## src/rtl/pipelined_addsub.sv

```systemverilog
// Pipelined WIDTH-bit adder/subtractor: one CHUNK-bit slice resolved per stage, carry registered
// between stages, valid/ready handshake with full backpressure and bubble collapsing.
module pipelined_addsub #(
   parameter int unsigned WIDTH = 32,
   parameter int unsigned CHUNK = 8
) (
   input  logic             clk,
   input  logic             rst_n,
   input  logic             in_valid,
   output logic             in_ready,
   input  logic [WIDTH-1:0] in_a,
   input  logic [WIDTH-1:0] in_b,
   input  logic             in_sub,
   input  logic             in_cin,
   output logic             out_valid,
   input  logic             out_ready,
   output logic [WIDTH-1:0] out_sum,
   output logic             out_cout,
   output logic             out_ovf
);

   localparam int unsigned STAGES = WIDTH / CHUNK;

   if (CHUNK == 0 || WIDTH % CHUNK != 0) begin : g_bad_chunk
      $error("WIDTH must be a non-zero multiple of CHUNK");
   end

   logic [STAGES-1:0] v_q, v_d;
   logic [STAGES-1:0] c_q, c_d;
   logic [STAGES:0]   adv;
   logic [WIDTH-1:0]  a_q   [STAGES];
   logic [WIDTH-1:0]  a_d   [STAGES];
   logic [WIDTH-1:0]  b_q   [STAGES];
   logic [WIDTH-1:0]  b_d   [STAGES];
   logic [WIDTH-1:0]  sum_q [STAGES];
   logic [WIDTH-1:0]  sum_d [STAGES];

   // Inputs seen by each stage: the ports for stage 0, the previous stage's registers otherwise.
   logic [STAGES-1:0] src_v;
   logic [STAGES-1:0] src_c;
   logic [WIDTH-1:0]  src_a   [STAGES];
   logic [WIDTH-1:0]  src_b   [STAGES];
   logic [WIDTH-1:0]  src_sum [STAGES];
   logic [CHUNK:0]    slice_res [STAGES];

   // A stage can take new content when it is empty or its occupant moves on this cycle.
   always_comb begin : p_ready
      adv = '0;
      adv[STAGES] = out_ready;
      for (int k = STAGES - 1; k >= 0; k--) begin
         adv[k] = ~v_q[k] | adv[k+1];
      end
   end

   assign in_ready = adv[0];

   always_comb begin : p_src
      src_v[0]   = in_valid;
      src_a[0]   = in_a;
      src_b[0]   = in_sub ? ~in_b : in_b;
      src_c[0]   = in_sub | in_cin;
      src_sum[0] = '0;
      for (int k = 1; k < STAGES; k++) begin
         src_v[k]   = v_q[k-1];
         src_a[k]   = a_q[k-1];
         src_b[k]   = b_q[k-1];
         src_c[k]   = c_q[k-1];
         src_sum[k] = sum_q[k-1];
      end
   end

   always_comb begin : p_stage
      for (int k = 0; k < STAGES; k++) begin
         slice_res[k] = {1'b0, src_a[k][k*CHUNK +: CHUNK]}
                      + {1'b0, src_b[k][k*CHUNK +: CHUNK]}
                      + {{CHUNK{1'b0}}, src_c[k]};
         v_d[k]   = adv[k] ? src_v[k] : v_q[k];
         a_d[k]   = a_q[k];
         b_d[k]   = b_q[k];
         sum_d[k] = sum_q[k];
         c_d[k]   = c_q[k];
         // Data only loads with a valid op, so idle/X operands never reach the outputs.
         if (adv[k] && src_v[k]) begin
            a_d[k]                      = src_a[k];
            b_d[k]                      = src_b[k];
            sum_d[k]                    = src_sum[k];
            sum_d[k][k*CHUNK +: CHUNK]  = slice_res[k][CHUNK-1:0];
            c_d[k]                      = slice_res[k][CHUNK];
         end
      end
   end

   always_ff @(posedge clk or negedge rst_n) begin
      if (!rst_n) begin
         v_q <= '0;
         c_q <= '0;
         for (int k = 0; k < STAGES; k++) begin
            a_q[k]   <= '0;
            b_q[k]   <= '0;
            sum_q[k] <= '0;
         end
      end else begin
         v_q <= v_d;
         c_q <= c_d;
         for (int k = 0; k < STAGES; k++) begin
            a_q[k]   <= a_d[k];
            b_q[k]   <= b_d[k];
            sum_q[k] <= sum_d[k];
         end
      end
   end

   assign out_valid = v_q[STAGES-1];
   assign out_sum   = sum_q[STAGES-1];
   assign out_cout  = c_q[STAGES-1];
   assign out_ovf   = (a_q[STAGES-1][WIDTH-1] == b_q[STAGES-1][WIDTH-1])
                    & (sum_q[STAGES-1][WIDTH-1] != a_q[STAGES-1][WIDTH-1]);

endmodule

```

## config.mk

```make
export PLATFORM = sky130hd
export DESIGN_NAME = pipelined_addsub
export DESIGN_NICKNAME = d
export VERILOG_FILES = /design/src/rtl/pipelined_addsub.sv
export SDC_FILE = /design/constraint.sdc
export NUM_CORES = 1
export LEC_CHECK = 0
export BUFFER_PORTS_ARGS = -buffer_cell sky130_fd_sc_hd__buf_2
export CORE_ASPECT_RATIO = 0.75
export CORE_UTILIZATION = 40
export DETAILED_ROUTE_END_ITERATION = 10
export PLACE_DENSITY_LB_ADDON = 0.15
export SETUP_SLACK_MARGIN = 0.1
export SYNTH_ARGS = -nofsm -noshare
export SYNTH_HDL_FRONTEND = slang
export SYNTH_SLANG_ARGS = --single-unit
```

## constraint.sdc

```tcl
create_clock -name clk -period 3.72 [get_ports clk]
set_clock_uncertainty 0.15 [all_clocks]
set_input_delay 0.186 -clock clk [delete_from_list [all_inputs] [get_ports clk]]
set_output_delay 0.186 -clock clk [all_outputs]
set_load 0.005 [all_outputs]
```

Word-level counts from Yosys, hierarchy flattened
Index checks and enable logic that the tools add are counted.

Bits of input ports: 70. Word-level logic and storage cells: 46. Bits in registers: 344. Output and inout bits: 36.

Equal/unequal tests: 2. Reductions and logical operators: 4. Add/subtract/negate cells: 8. Bitwise operators: 11. Mux-type cells: 1.

Operators by type and width (number): $add A8 B8 Y9 (4); $add A9 B1 Y9 (4); $mux W32 (1); $not A32 Y32 (1); $or A1 B1 Y1 (5); $logic_and A1 B1 Y1 (4); $not A1 Y1 (4); $and A1 B1 Y1 (1); $eq A1 B1 Y1 (1); $ne A1 B1 Y1 (1).

Longest topological paths before layout
Gate-level depths: netlist of the first run.

Depth in word-level cells: 6. Gate-level depth with buffers: 11.

Least setup slack after synthesis of the first run
OpenSTA, ideal clock, no wires.

Path kind: input port to flip-flop. Start: input port in_sub. End: register c_q[0]. Path buffers: 2. Data required time: 3.436 ns. Arrival: 2.346 ns. Setup slack: 1.089 ns. Cell stages on the path: 11. Cell sequence: buf_2 buf_2 or2_2 fa_1 inv_1 fa_1 nor2b_4 o31ai_4 a21oi_1 a2111oi_0 nor3_1.

Longest elaborated chain between the ends: 3. Elaborated cells on any way between the ends: 4. Classes of those cells: add/sub (2); mux (1); bitwise (1).

Ends and longest elaborated chain: start: declaration (line 13) `input logic in_sub,`; $mux W32 (line 60) `src_b[0] = in_sub ? ~in_b : in_b;`; $add A8 B8 Y9 (line 75) `+ {1'b0, src_b[k][k*CHUNK +: CHUNK]}`; $add A9 B1 Y9 * (line 76) `+ {{CHUNK{1'b0}}, src_c[k]};`; end signal: assignment (line 96) `c_q <= '0;`; end signal: assignment (line 104) `c_q <= c_d;`; end: declaration (line 29) `logic [STAGES-1:0] c_q, c_d;`.

Mark *: on every way between the ends. The rest lies on a longest branch, timed or not. A chain may end at the register's enable or synchronous reset.

Worst setup path after layout of the first run
Start: register c_q[0]. End: register sum_q (netlist bit src_sum[46]).

Longest elaborated chain between the ends: 1.

Ends and longest elaborated chain: $add A9 B1 Y9 (line 76); end signal: indexed assignment (line 108) `sum_q[k] <= sum_d[k];`; end: declaration (line 35) `logic [WIDTH-1:0] sum_q [STAGES];`.

Every way passes these cells.

==> results of run 1 <==
==> timing repair <==
item,4_1_cts,5_1_grt
hold buffers,51,0
hold endpoints to repair,154,0
setup buffers,0,0
==> metal layers <==
metal / GRT usage / vias to the layer above / wire length [microns]
met1: 0.228 / 2563 / 8190
met5: 0 / - / 13
met3: 0.0370 / 20 / 507
li1: - / 2586 / -
met4: 0.0647 / 2 / 287
met2: 0.270 / 100 / 7750
==> registers in the layout, indices dropped and copies added (netlist names) <==
signal / flops
b_q: 49
out_sum: 32
a_q: 49
src_sum: 48
c_q: 4
v_q: 4
==> logic make-up (layout without fill, tap and decap cells) <==
| logic type | after synthesis | count (layout) | synth area share |
|---|---|---|---|
| mux | 129 | 129 | 0.172 |
| fa+ha+maj | 36 | 36 | 0.0606 |
| buf+inv | 40 | 209 | 0.0272 |
| simple gates | 97 | 97 | 0.0548 |
| flops | 186 | 186 | 0.552 |
| compound gates | 117 | 117 | 0.0830 |
| xor+xnor | 48 | 48 | 0.0499 |
==> power groups by stage <==
stage / registers (W) / clock network, W / logic [W]
6_report: 0.00312 / 0.00180 / 0.00217
5_1_grt: 0.00322 / 0.00196 / 0.00245
4_1_cts: 0.00313 / 0.00186 / 0.00220
3_5_place_dp: 0.00317 / 0 / 0.00213
3_3_place_gp: 0.00314 / 0 / 0.00205
2_1_floorplan: 0.00306 / 0 / 0.00153
==> worst register-to-register path, delay by kind of cell, from the launching register on <==
family,cells,cell delay (ns)
compound gates,4,0.81
fa+ha+maj,2,0.91
simple gates,1,0.10
flops,1,0.40
==> worst max path at each step <==
stage               slack (ns)  cells past startpoint                      end                from
global route              1.07                      7  src_sum[46]$_DFFE_PN0P_  c_q[0]$_DFFE_PN0P_
CTS                       1.20                      7  src_sum[46]$_DFFE_PN0P_  c_q[0]$_DFFE_PN0P_
global placement          1.20                     10       c_q[0]$_DFFE_PN0P_              in_sub
finish                    1.20                      7  src_sum[46]$_DFFE_PN0P_  c_q[0]$_DFFE_PN0P_
floorplan                 1.09                     11       c_q[0]$_DFFE_PN0P_              in_sub
detailed placement        1.15                     10       c_q[0]$_DFFE_PN0P_              in_sub
==> cell usage in the layout, fill, tap and decap left out, drive strengths merged, types with 2 or more instances in the layout <==
cell type / count
inv: 13
a21oi: 18
o21ai: 64
bufinv: 2
a21o: 5
nand2: 58
nand2b: 8
dlygate4sd3: 51
a211oi: 8
buf: 113
o211ai: 3
clkbuf: 23
xnor2: 26
xor2: 22
o31ai: 7
clkinvlp: 2
nor2b: 5
fa: 8
o21a: 3
nor3: 5
a21boi: 2
nor2: 15
clkinv: 5
mux2: 129
dfrtp: 186
a31oi: 2
ha: 28
or2: 3
==> cell type report <==
type	count	share of cell area
clock buffers	22	0.0460
clock inverters	10	0.0113
inverters	12	0.00437
multi-input cells	427	0.344
flip-flops and latches	186	0.452
well taps	282	0.0342
repair buffers	165	0.108
==> metrics by stage <==
step           setup slack [ns]  power (W)
6_report                   1.20    0.00709
5_1_grt                    1.07    0.00764
4_1_cts                    1.20    0.00720
3_5_place_dp               1.15    0.00530
3_3_place_gp               1.20    0.00518
2_1_floorplan              1.09    0.00459
==> summary.md, run 1 <==
| Metric | Value |
|---|---|
| Status | completed |
| EDFF count, synth | 0 |
| FP Rows | 45 |
| Clock buffer depth | 2 |
| Post-synth top area share | 0.552 |
| Number of diodes | 0 |
| CTS tree | yes |
| Final setup vio count | 0 |
| Slew headroom | 0.288 |
| Initial antenna violation count | 1 |
| Core ar. | 20400 sq um |
| Nets | 915 |
| Tightest Hold Check Type | in2reg |
| Worst Max-Slew Pin Slew | 1.06 ns |
| DIE HEIGHT | 128 microns |
| R2R Path Start | c_q[0]$_DFFE_PN0P_ |
| RSZ-0062 raised after global routing | false |
| Clk slew on worst S/H paths | 0.07 ns |
| Synth area leader | dfrtp_1 |
| Multi-input gate area | 3550 sq um |
| Placed cells | 1021 |
| DRT Wirelength | 16700 microns |
| Seq pwr share | 0.440 |
| Initial DRC count | 249 |
| Pins over their slew limit | 0 |
| CP startpoint kind | register |
| Vias in the first global route | 5673 |
| Initial core utilization | 0.412 |
| Fin Hold WS | 0.0441 ns |
| Power Dens Cells | 688 nW/um^2 |
| Tcrit/Tclk final | 0.678 |
| CP arrival | 2.64 ns |
| Ys flop type | dfrtp_1 |
| Syn Nets | 759 |
| Worst R2R End | src_sum[46]$_DFFE_PN0P_ |
| Initial DRT Pass Iterations | 4 |
| Fmax | 396 MHz |
| GRT Total Usage | 0.170 |
| Dpl hpwl | 11100 microns |
| WL/cell | 15.2 microns |
| Comb power frac | 0.306 |
| H-tree Lvls | 4 |
| Clk pwr share | 0.254 |
| Ports | 106 |
| Fraction of layout cells with a size suffix above 1 | 0.347 |
| Leak | 4.64 nW |
| Mapped Cells | 653 |
| Routability Congestion | 0.858 |
| Area growth syn-to-layout | 22.3% |
| Largest net degree at the start of global routing | 106 |
| DRC | 0 |
| Max IR drop VDD | 0.247 mV |
| Sw frac | 0.306 |
| Hold Path Sink | src_sum[64]$_DFFE_PN0P_ |
| Routed Antenna Nets | 0 |
| WP buf/inv | 0 |
| Hold Path Depth | 3 |
| Fin. Hold Viols | 0 |
| Net Switching | 0.00217 W |
| Fill count | 1792 |
| Final Core Density | 0.504 |
| Via/cell ratio | 4.77 |
| Post-route insts no fill | 1104 |
| Family with the most delay on the worst path | adder cells |
| Synth top cells by count | dfrtp_1, mux2_2, o21ai_0 |
| Die width | 170 microns |
| Setup TNS | 0 ns |
| FF-to-FF setup slack | 1.20 ns |
| Resized cells post-CTS | 0 |
| Top cells by area, synth | dfrtp_1, mux2_2, ha_1, o21ai_0, xnor2_1 |
| Synth Register Bits | 186 |
| CP cell instances | fa_1 > fa_1 > a21o_1 > a31oi_1 > nand2b_1 > a211oi_1 > o31ai_1 |
| Worst-Skew Late Latency | 0.42 ns |
| Storage cell area | 4650 sq um |
| Warnings from Yosys | 0 |
| Worst path max stage delay | 0.48 ns |
| CTS Sinks | 186 |
| Global-route wire length before repair | 28500 microns |
| Worst path most repeated cell | fa_1 |
| Routed via count | 5271 |
| CP required | 3.84 ns |
| Post-synthesis sequential area ratio | 0.552 |
| Full die area | 21700 sq um |
| IO Port Bufs | 105 |
| Critical path's slowest cell | fa_1 |
| Design Area, Final | 10300 sq um |
| Most frequent cell after synthesis | dfrtp_1 |
| Worst-case reg-to-reg path depth | 7 |
| Min-delay src | in_a[0] |
| DP Area | 9200 sq um |
| Crit Path Class | reg2reg |
| Synthesized area | 8430 sq um |
| CTS Buf Count | 17 |
| Overflow left after global routing | 0 |
| Mean post-synth cell area | 12.9 sq um |
| P_int | 0.00492 W |
| Worst Setup End Kind | register |
| Max_cap viols | 0 |
| Worst-path fanout max | 3 |
| Ys async rst share | 1.00 |
| Root buffer cell | clkbuf_16 |
| Count of different cell masters after synthesis | 40 |
| Tmin final | 2.52 ns |
Note: power is estimated with default switching activity, not from simulation.
==> inputs of run 2 (changes only) <==
- clock period: 3.72 -> 2.3 ns (I/O delays scaled with it)
==> run 2 against run 1 <==
Compared with the run above:
- critical path depth unchanged
- global-route usage down 0.33 points
- critical path type unchanged
- largest power group unchanged
- largest cell class unchanged
- cell count up 1.6%
- die area unchanged
==> summary.md, run 2 (synthesized netlist as in run 1, its figures left out) <==
| Metric | Value |
|---|---|
| Initial DRC count | 156 (-37%) |
| Storage cell area | 4650 sq um (unchanged) |
| CP arrival | 2.36 ns (-0.28 ns) |
| Fraction of layout cells with a size suffix above 1 | 0.381 (+0.0342) |
| CP cell instances | fa_2 > fa_2 > a21o_1 > a31oi_4 > nand2b_1 > a211oi_2 > o31ai_1 |
| Post-route insts no fill | 1122 (+1.6%) |
| Worst R2R End | src_sum[46]$_DFFE_PN0P_ |
| Seq pwr share | 0.428 (-0.012) |
| Comb power frac | 0.320 (+0.014) |
| Placed cells | 1031 (+0.98%) |
| Tmin final | 2.21 ns (-0.312 ns) |
| Clk slew on worst S/H paths | 0.07 ns (about the same) |
| Commonest non-fill, non-tap cell in the layout | dfrtp_1 |
| Critical path's slowest cell | dfrtp_1 |
| Family with the most delay on the worst path | adder cells |
| WL/cell | 14.8 microns (-2.6%) |
| Tightest Hold Check Type | in2reg |
| Die width | 170 microns (unchanged) |
| DRC | 0 (unchanged) |
| Worst-case reg-to-reg path depth | 7 (unchanged) |
| DRT Wirelength | 16600 microns (-1.0%) |
| Worst-Skew Late Latency | 0.42 ns (about the same) |
| Worst path most repeated cell | fa_2 |
| Status | completed |
| Final setup vio count | 0 (unchanged) |
| Sw frac | 0.307 (+0.000583) |
| Critical Path Source | c_q[0]$_DFFE_PN0P_ |
| GRT Total Usage | 0.167 (-0.00328) |
| Root buffer cell | clkbuf_16 |
| CTS Sinks | 186 (unchanged) |
| Global-route wire length before repair | 28200 microns (-1.3%) |
| Fill count | 1800 (+0.45%) |
| Tcrit/Tclk final | 0.961 (+0.283) |
| CP endpoint | src_sum[46]$_DFFE_PN0P_ |
| Initial core utilization | 0.412 (unchanged) |
| Nets | 933 (+2.0%) |
| FP Rows | 45 (unchanged) |
| WP buf/inv | 0 (unchanged) |
| CTS tree | yes |
| Ports | 106 (unchanged) |
| Initial antenna violation count | 0 (-1) |
| Commonest non-fill, non-tap cells in the layout | dfrtp_1, mux2_2, buf_2 |
| Power Dens Cells | 1110 nW/um^2 (+62%) |
| Worst Setup End Kind | register |
| CP startpoint kind | register |
| Largest net degree at the start of global routing | 77 (-27%) |
| Slew headroom | 0.577 (+0.289) |
| Worst path max stage delay | 0.41 ns (-0.07 ns) |
| Net Switching | 0.00362 W (+67%) |
| R2R Path Start | c_q[0]$_DFFE_PN0P_ |
| Area growth syn-to-layout | 26.0% |
| FF-to-FF setup slack | 0.09 ns (-1.11 ns) |
| CTS Buf Count | 17 (unchanged) |
| Dpl hpwl | 11600 microns (+4.3%) |
| RSZ-0062 raised after global routing | true |
| CP required | 2.45 ns (-1.39 ns) |
| Clock buffer depth | 2 (unchanged) |
| Overflow left after global routing | 0 (unchanged) |
| Pins over their slew limit | 0 (unchanged) |
| Fmax | 452 MHz (+14%) |
| Initial DRT Pass Iterations | 4 (unchanged) |
| Leak | 4.75 nW (+2.2%) |
| Crit Path Class | reg2reg |
| Routed via count | 5379 (+2.0%) |
| Max_cap viols | 0 (unchanged) |
| Clk pwr share | 0.252 (-0.002) |
| Vias in the first global route | 5652 (-0.37%) |
| DIE HEIGHT | 128 microns (unchanged) |
| CP Depth | 7 (unchanged) |
| P_int | 0.00819 W (+66%) |
| Fin. Hold Viols | 0 (unchanged) |
| Multi-input gate area | 3640 sq um (+2.6%) |
| Full die area | 21700 sq um (unchanged) |
| Max IR drop VDD | 0.512 mV (+110%) |
| Core ar. | 20400 sq um (unchanged) |
| IO Port Bufs | 105 (unchanged) |
| H-tree Lvls | 4 (unchanged) |
| Fin Hold WS | 0.0304 ns (-0.0138 ns) |
| Worst-path fanout max | 3 (unchanged) |
| Routability Congestion | 0.852 (-0.73%) |
| Via/cell ratio | 4.79 (+0.41%) |
| Number of diodes | 0 (unchanged) |
| Routed Antenna Nets | 0 (unchanged) |
| Worst Max-Slew Pin Slew | 0.635 ns (-0.430 ns) |
## run 2: area by class of cell
cell class / instances / area share
clock inverter: 10 / 0.0134
inverter: 12 / 0.00424
sequential: 186 / 0.438
tap: 282 / 0.0332
timing repair buffer: 183 / 0.125
clock buffer: 22 / 0.0428
multi-input combinational: 427 / 0.343
## run 2: power groups by stage
stage               sequential, W  clock (W)  combinational, W
global route              0.00522    0.00319           0.00424
global placement          0.00509          0           0.00342
finish                    0.00506    0.00298           0.00378
floorplan                 0.00495          0           0.00250
CTS                       0.00508    0.00306           0.00371
detailed placement        0.00514          0           0.00353
## run 2: how the worst min path moves through the flow
stage            start                      end  slack, ns  cells past startpoint
6_report       in_a[7]       c_q[0]$_DFFE_PN0P_       0.03                      4
5_1_grt        in_a[1]  src_sum[65]$_DFFE_PN0P_       0.07                      4
4_1_cts        in_a[7]       c_q[0]$_DFFE_PN0P_      0.007                      4
3_5_place_dp     rst_n  out_sum[27]$_DFFE_PN0P_       0.04                      1
3_3_place_gp     rst_n  out_sum[27]$_DFFE_PN0P_       0.04                      1
2_1_floorplan    rst_n     a_q[104]$_DFFE_PN0P_      -0.33                      0
## run 2: routing by layer
| metal | up-vias | share of wire | global-route usage |
|---|---|---|---|
| li1 | 2624 | - | - |
| met1 | 2667 | 0.50 | 0.229 |
| met2 | 76 | 0.46 | 0.270 |
| met3 | 12 | 0.028 | 0.0352 |
| met4 | 0 | 0.0098 | 0.0424 |
| met5 | - | 0 | 0 |
## run 2: repair_timing
action / in CTS / in global routing
endpoints found under the setup margin: 8 / 10
resized for setup: 8 / 12
setup buffers: 3 / 3
hold endpoints to repair: 124 / 0
hold buffers: 53 / 0
pin swaps: 8 / 16
## run 2: per-stage QoR
stage	setup WS (ns)	setup TNS [ns]	instance area [sq um]	util	power [W]
floorplan	-0.0634	-0.0634	8460	-	0.00744
global placement	0.0298	0	9380	0.459	0.00851
detailed placement	-0.0585	-0.0585	9380	0.459	0.00866
CTS	0.0488	0	10600	0.517	0.0118
global route	-0.0159	-0.0184	10600	0.520	0.0126
finish	0.0898	0	10600	0.520	0.0118
## run 2: worst min-delay path: cells and delay by family
| kind | cells | cell delay (ns) |
|---|---|---|
| AOI/OAI and AO/OA | 1 | 0.06 |
| adders and majority gates | 1 | 0.16 |
| and+or+nand+nor | 1 | 0.12 |
| buffers and inverters | 1 | 0.09 |
==> inputs of run 3 (changes only) <==
- clock period: 2.3 -> 2.2 ns (I/O delays scaled with it)
==> run 3 against run 2 <==
Compared with the run above:
- sequential share of layout area fell by 0.58 points
- maximum frequency up 0.67%
- non-clock buffer count up 7
- die area unchanged
- global-route usage rose by 0.18 points
- sequential cell count stayed put
- cell count up 0.62%
- largest cell class unchanged
- wire length increased by 2.4%
- sequential power increased by 4.3%
- core utilization grew 0.69 points
- critical path type unchanged
- first-iteration DRC count is 35% higher
==> summary.md, run 3 (synthesized netlist as in run 1, its figures left out) <==
| Metric | Value |
|---|---|
| Initial core utilization | 0.412 (unchanged) |
| Ports | 106 (unchanged) |
| Routability Congestion | 0.830 (-2.5%) |
| Core ar. | 20400 sq um (unchanged) |
| Nets | 940 (+0.75%) |
| Dpl hpwl | 11500 microns (-0.58%) |
| Commonest non-fill, non-tap cells in the layout | dfrtp_1, mux2_2, buf_2 |
| Post-route setup slack | 0.00461 ns (-0.0852 ns) |
| Hold Path Depth | 4 (unchanged) |
| Commonest non-fill, non-tap cell in the layout | dfrtp_1 |
| Fill count | 1789 (-0.61%) |
| Fmax | 456 MHz (+0.67%) |
| Status | completed |
| Global-route wire length before repair | 28400 microns (+0.81%) |
| CP required | 2.35 ns (-0.10 ns) |
| WL/cell | 15.0 microns (+1.8%) |
| Fin. Hold Viols | 0 (unchanged) |
| GRT Total Usage | 0.168 (+0.00175) |
| Overflow left after global routing | 0 (unchanged) |
| Worst-Skew Late Latency | 0.42 ns (about the same) |
| IO Port Bufs | 105 (unchanged) |
| Initial DRC count | 211 (+35%) |
| Tmin final | 2.20 ns (-0.0148 ns) |
| RSZ-0062 raised after global routing | true |
| Worst-path fanout max | 3 (unchanged) |
| H-tree Lvls | 4 (unchanged) |
| Via/cell ratio | 4.75 (-0.99%) |
| Placed cells | 1038 (+0.68%) |
| Worst path most repeated cell | fa_2 |
| DRC | 0 (unchanged) |
| CTS Sinks | 186 (unchanged) |
| Initial antenna violation count | 0 (unchanged) |
| Power Dens Cells | 1180 nW/um^2 (+5.9%) |
| Max_cap viols | 0 (unchanged) |
| Min-delay src | in_a[6] |
| Worst-case reg-to-reg path depth | 7 (unchanged) |
| Final setup vio count | 0 (unchanged) |
| CP cell instances | fa_2 > fa_2 > a21o_1 > a31oi_4 > nand2b_1 > a211oi_2 > o31ai_1 |
| Full die area | 21700 sq um (unchanged) |
| Slew headroom | 0.643 (+0.0657) |
| Root buffer cell | clkbuf_16 |
| Initial DRT Pass Iterations | 4 (unchanged) |
| Routed Antenna Nets | 0 (unchanged) |
| Tightest Hold Check Type | in2reg |
| Routed via count | 5359 (-0.37%) |
| Clock buffer depth | 2 (unchanged) |
| Worst Setup End Kind | register |
| Critical Path Source | b_q[104]$_DFFE_PN0P_ |
| Worst path max stage delay | 0.41 ns (about the same) |
| Critical path's slowest cell | fa_2 |
| DP Worst Slack | -0.0958 ns (-0.0372 ns) |
| Number of diodes | 0 (unchanged) |
| Post-route insts no fill | 1129 (+0.62%) |
| Die width | 170 microns (unchanged) |
| DIE HEIGHT | 128 microns (unchanged) |
| Vias in the first global route | 5606 (-0.81%) |
| Max IR drop VDD | 0.463 mV (-9.5%) |
| FP Rows | 45 (unchanged) |
| Area growth syn-to-layout | 27.7% |
| CTS Buf Count | 17 (unchanged) |
| CP startpoint kind | register |
| Pins over their slew limit | 0 (unchanged) |
| Multi-input gate area | 3700 sq um (+1.5%) |
| Largest net degree at the start of global routing | 66 (-14%) |
| Clk slew on worst S/H paths | 0.07 ns (about the same) |
| Leak | 4.82 nW (+1.6%) |
| Fraction of layout cells with a size suffix above 1 | 0.397 (+0.0157) |
| Tcrit/Tclk final | 0.998 (+0.0370) |
| Fin Hold WS | 0.0628 ns (+0.0325 ns) |
| Worst Max-Slew Pin Slew | 0.536 ns (-0.0986 ns) |
| R2R Path Start | b_q[104]$_DFFE_PN0P_ |
| Storage cell area | 4650 sq um (unchanged) |
| CTS tree | yes |
| Crit Path Class | reg2reg |
| DRT Wirelength | 17000 microns (+2.4%) |
| CP arrival | 2.35 ns (about the same) |
[run 3: cell count changes in the layout (fill, tap and decap cells not counted), sizes merged]
| cell | change |
|---|---|
| inv | +2 |
| clkbuf | -4 |
| clkinv | +5 |
| dlygate4sd3 | +1 |
| buf | +6 |
| clkinvlp | -3 |
[run 3: per-layer routing]
metal,global-route usage,routed length [microns]
met5,0,0
met4,0.0445,138
met3,0.0333,442
met2,0.267,7850
met1,0.237,8550
[run 3: power breakdown]
| part | switching (W) | total (W) | leakage [nW] | internal (W) |
|---|---|---|---|---|
| clock network | 0.00133 | 0.00316 | 0.301 | 0.00183 |
| logic | 0.00195 | 0.00423 | 2.30 | 0.00228 |
| registers | 0.000671 | 0.00528 | 2.22 | 0.00461 |
[run 3: final timing paths]
path                                      endpoint  slack, ns
max                        src_sum[46]$_DFFE_PN0P_      0.005
min                             c_q[0]$_DFFE_PN0P_       0.06
max reg2reg                src_sum[46]$_DFFE_PN0P_      0.005
min reg2reg                out_sum[26]$_DFFE_PN0P_       0.33
max in group asynchronous      b_q[81]$_DFFE_PN0P_       1.13
min in group asynchronous      a_q[93]$_DFFE_PN0P_       0.11
[run 3: area by class of cell]
type | count | area share
multi-input cells | 427 | 0.343
inverters | 12 | 0.00419
clock inverters | 14 | 0.0158
well taps | 282 | 0.0328
flip-flops and latches | 186 | 0.433
repair buffers | 190 | 0.130
clock buffers | 18 | 0.0408
[run 3: stage by stage]
step           area (sq um)  power, W  utilization  TNS, ns
3_5_place_dp           9450   0.00913        0.462   -0.257
3_3_place_gp           9450   0.00898        0.462  -0.0688
5_1_grt               10800    0.0136        0.526   -0.231
2_1_floorplan          8480   0.00779            -   -0.111
6_report              10800    0.0127        0.526        0
4_1_cts               10700    0.0125        0.521        0
[run 3: worst max-delay path: cells and delay by family (launching register included)]
family          cells  cell delay [ns]
compound gates      4             0.63
fa+ha+maj           2             0.78
flops               1             0.40
simple gates        1             0.10
[run 3: timing repair]
| action | CTS | global route |
|---|---|---|
| setup endpoints to repair | 14 | 16 |
| endpoints found under the hold margin | 222 | 0 |
| pin swaps | 3 | 22 |
| buffers inserted | 2 | 3 |
| hold buffers | 54 | 0 |
| gates cloned | 0 | 0 |
| gates resized for setup | 11 | 29 |
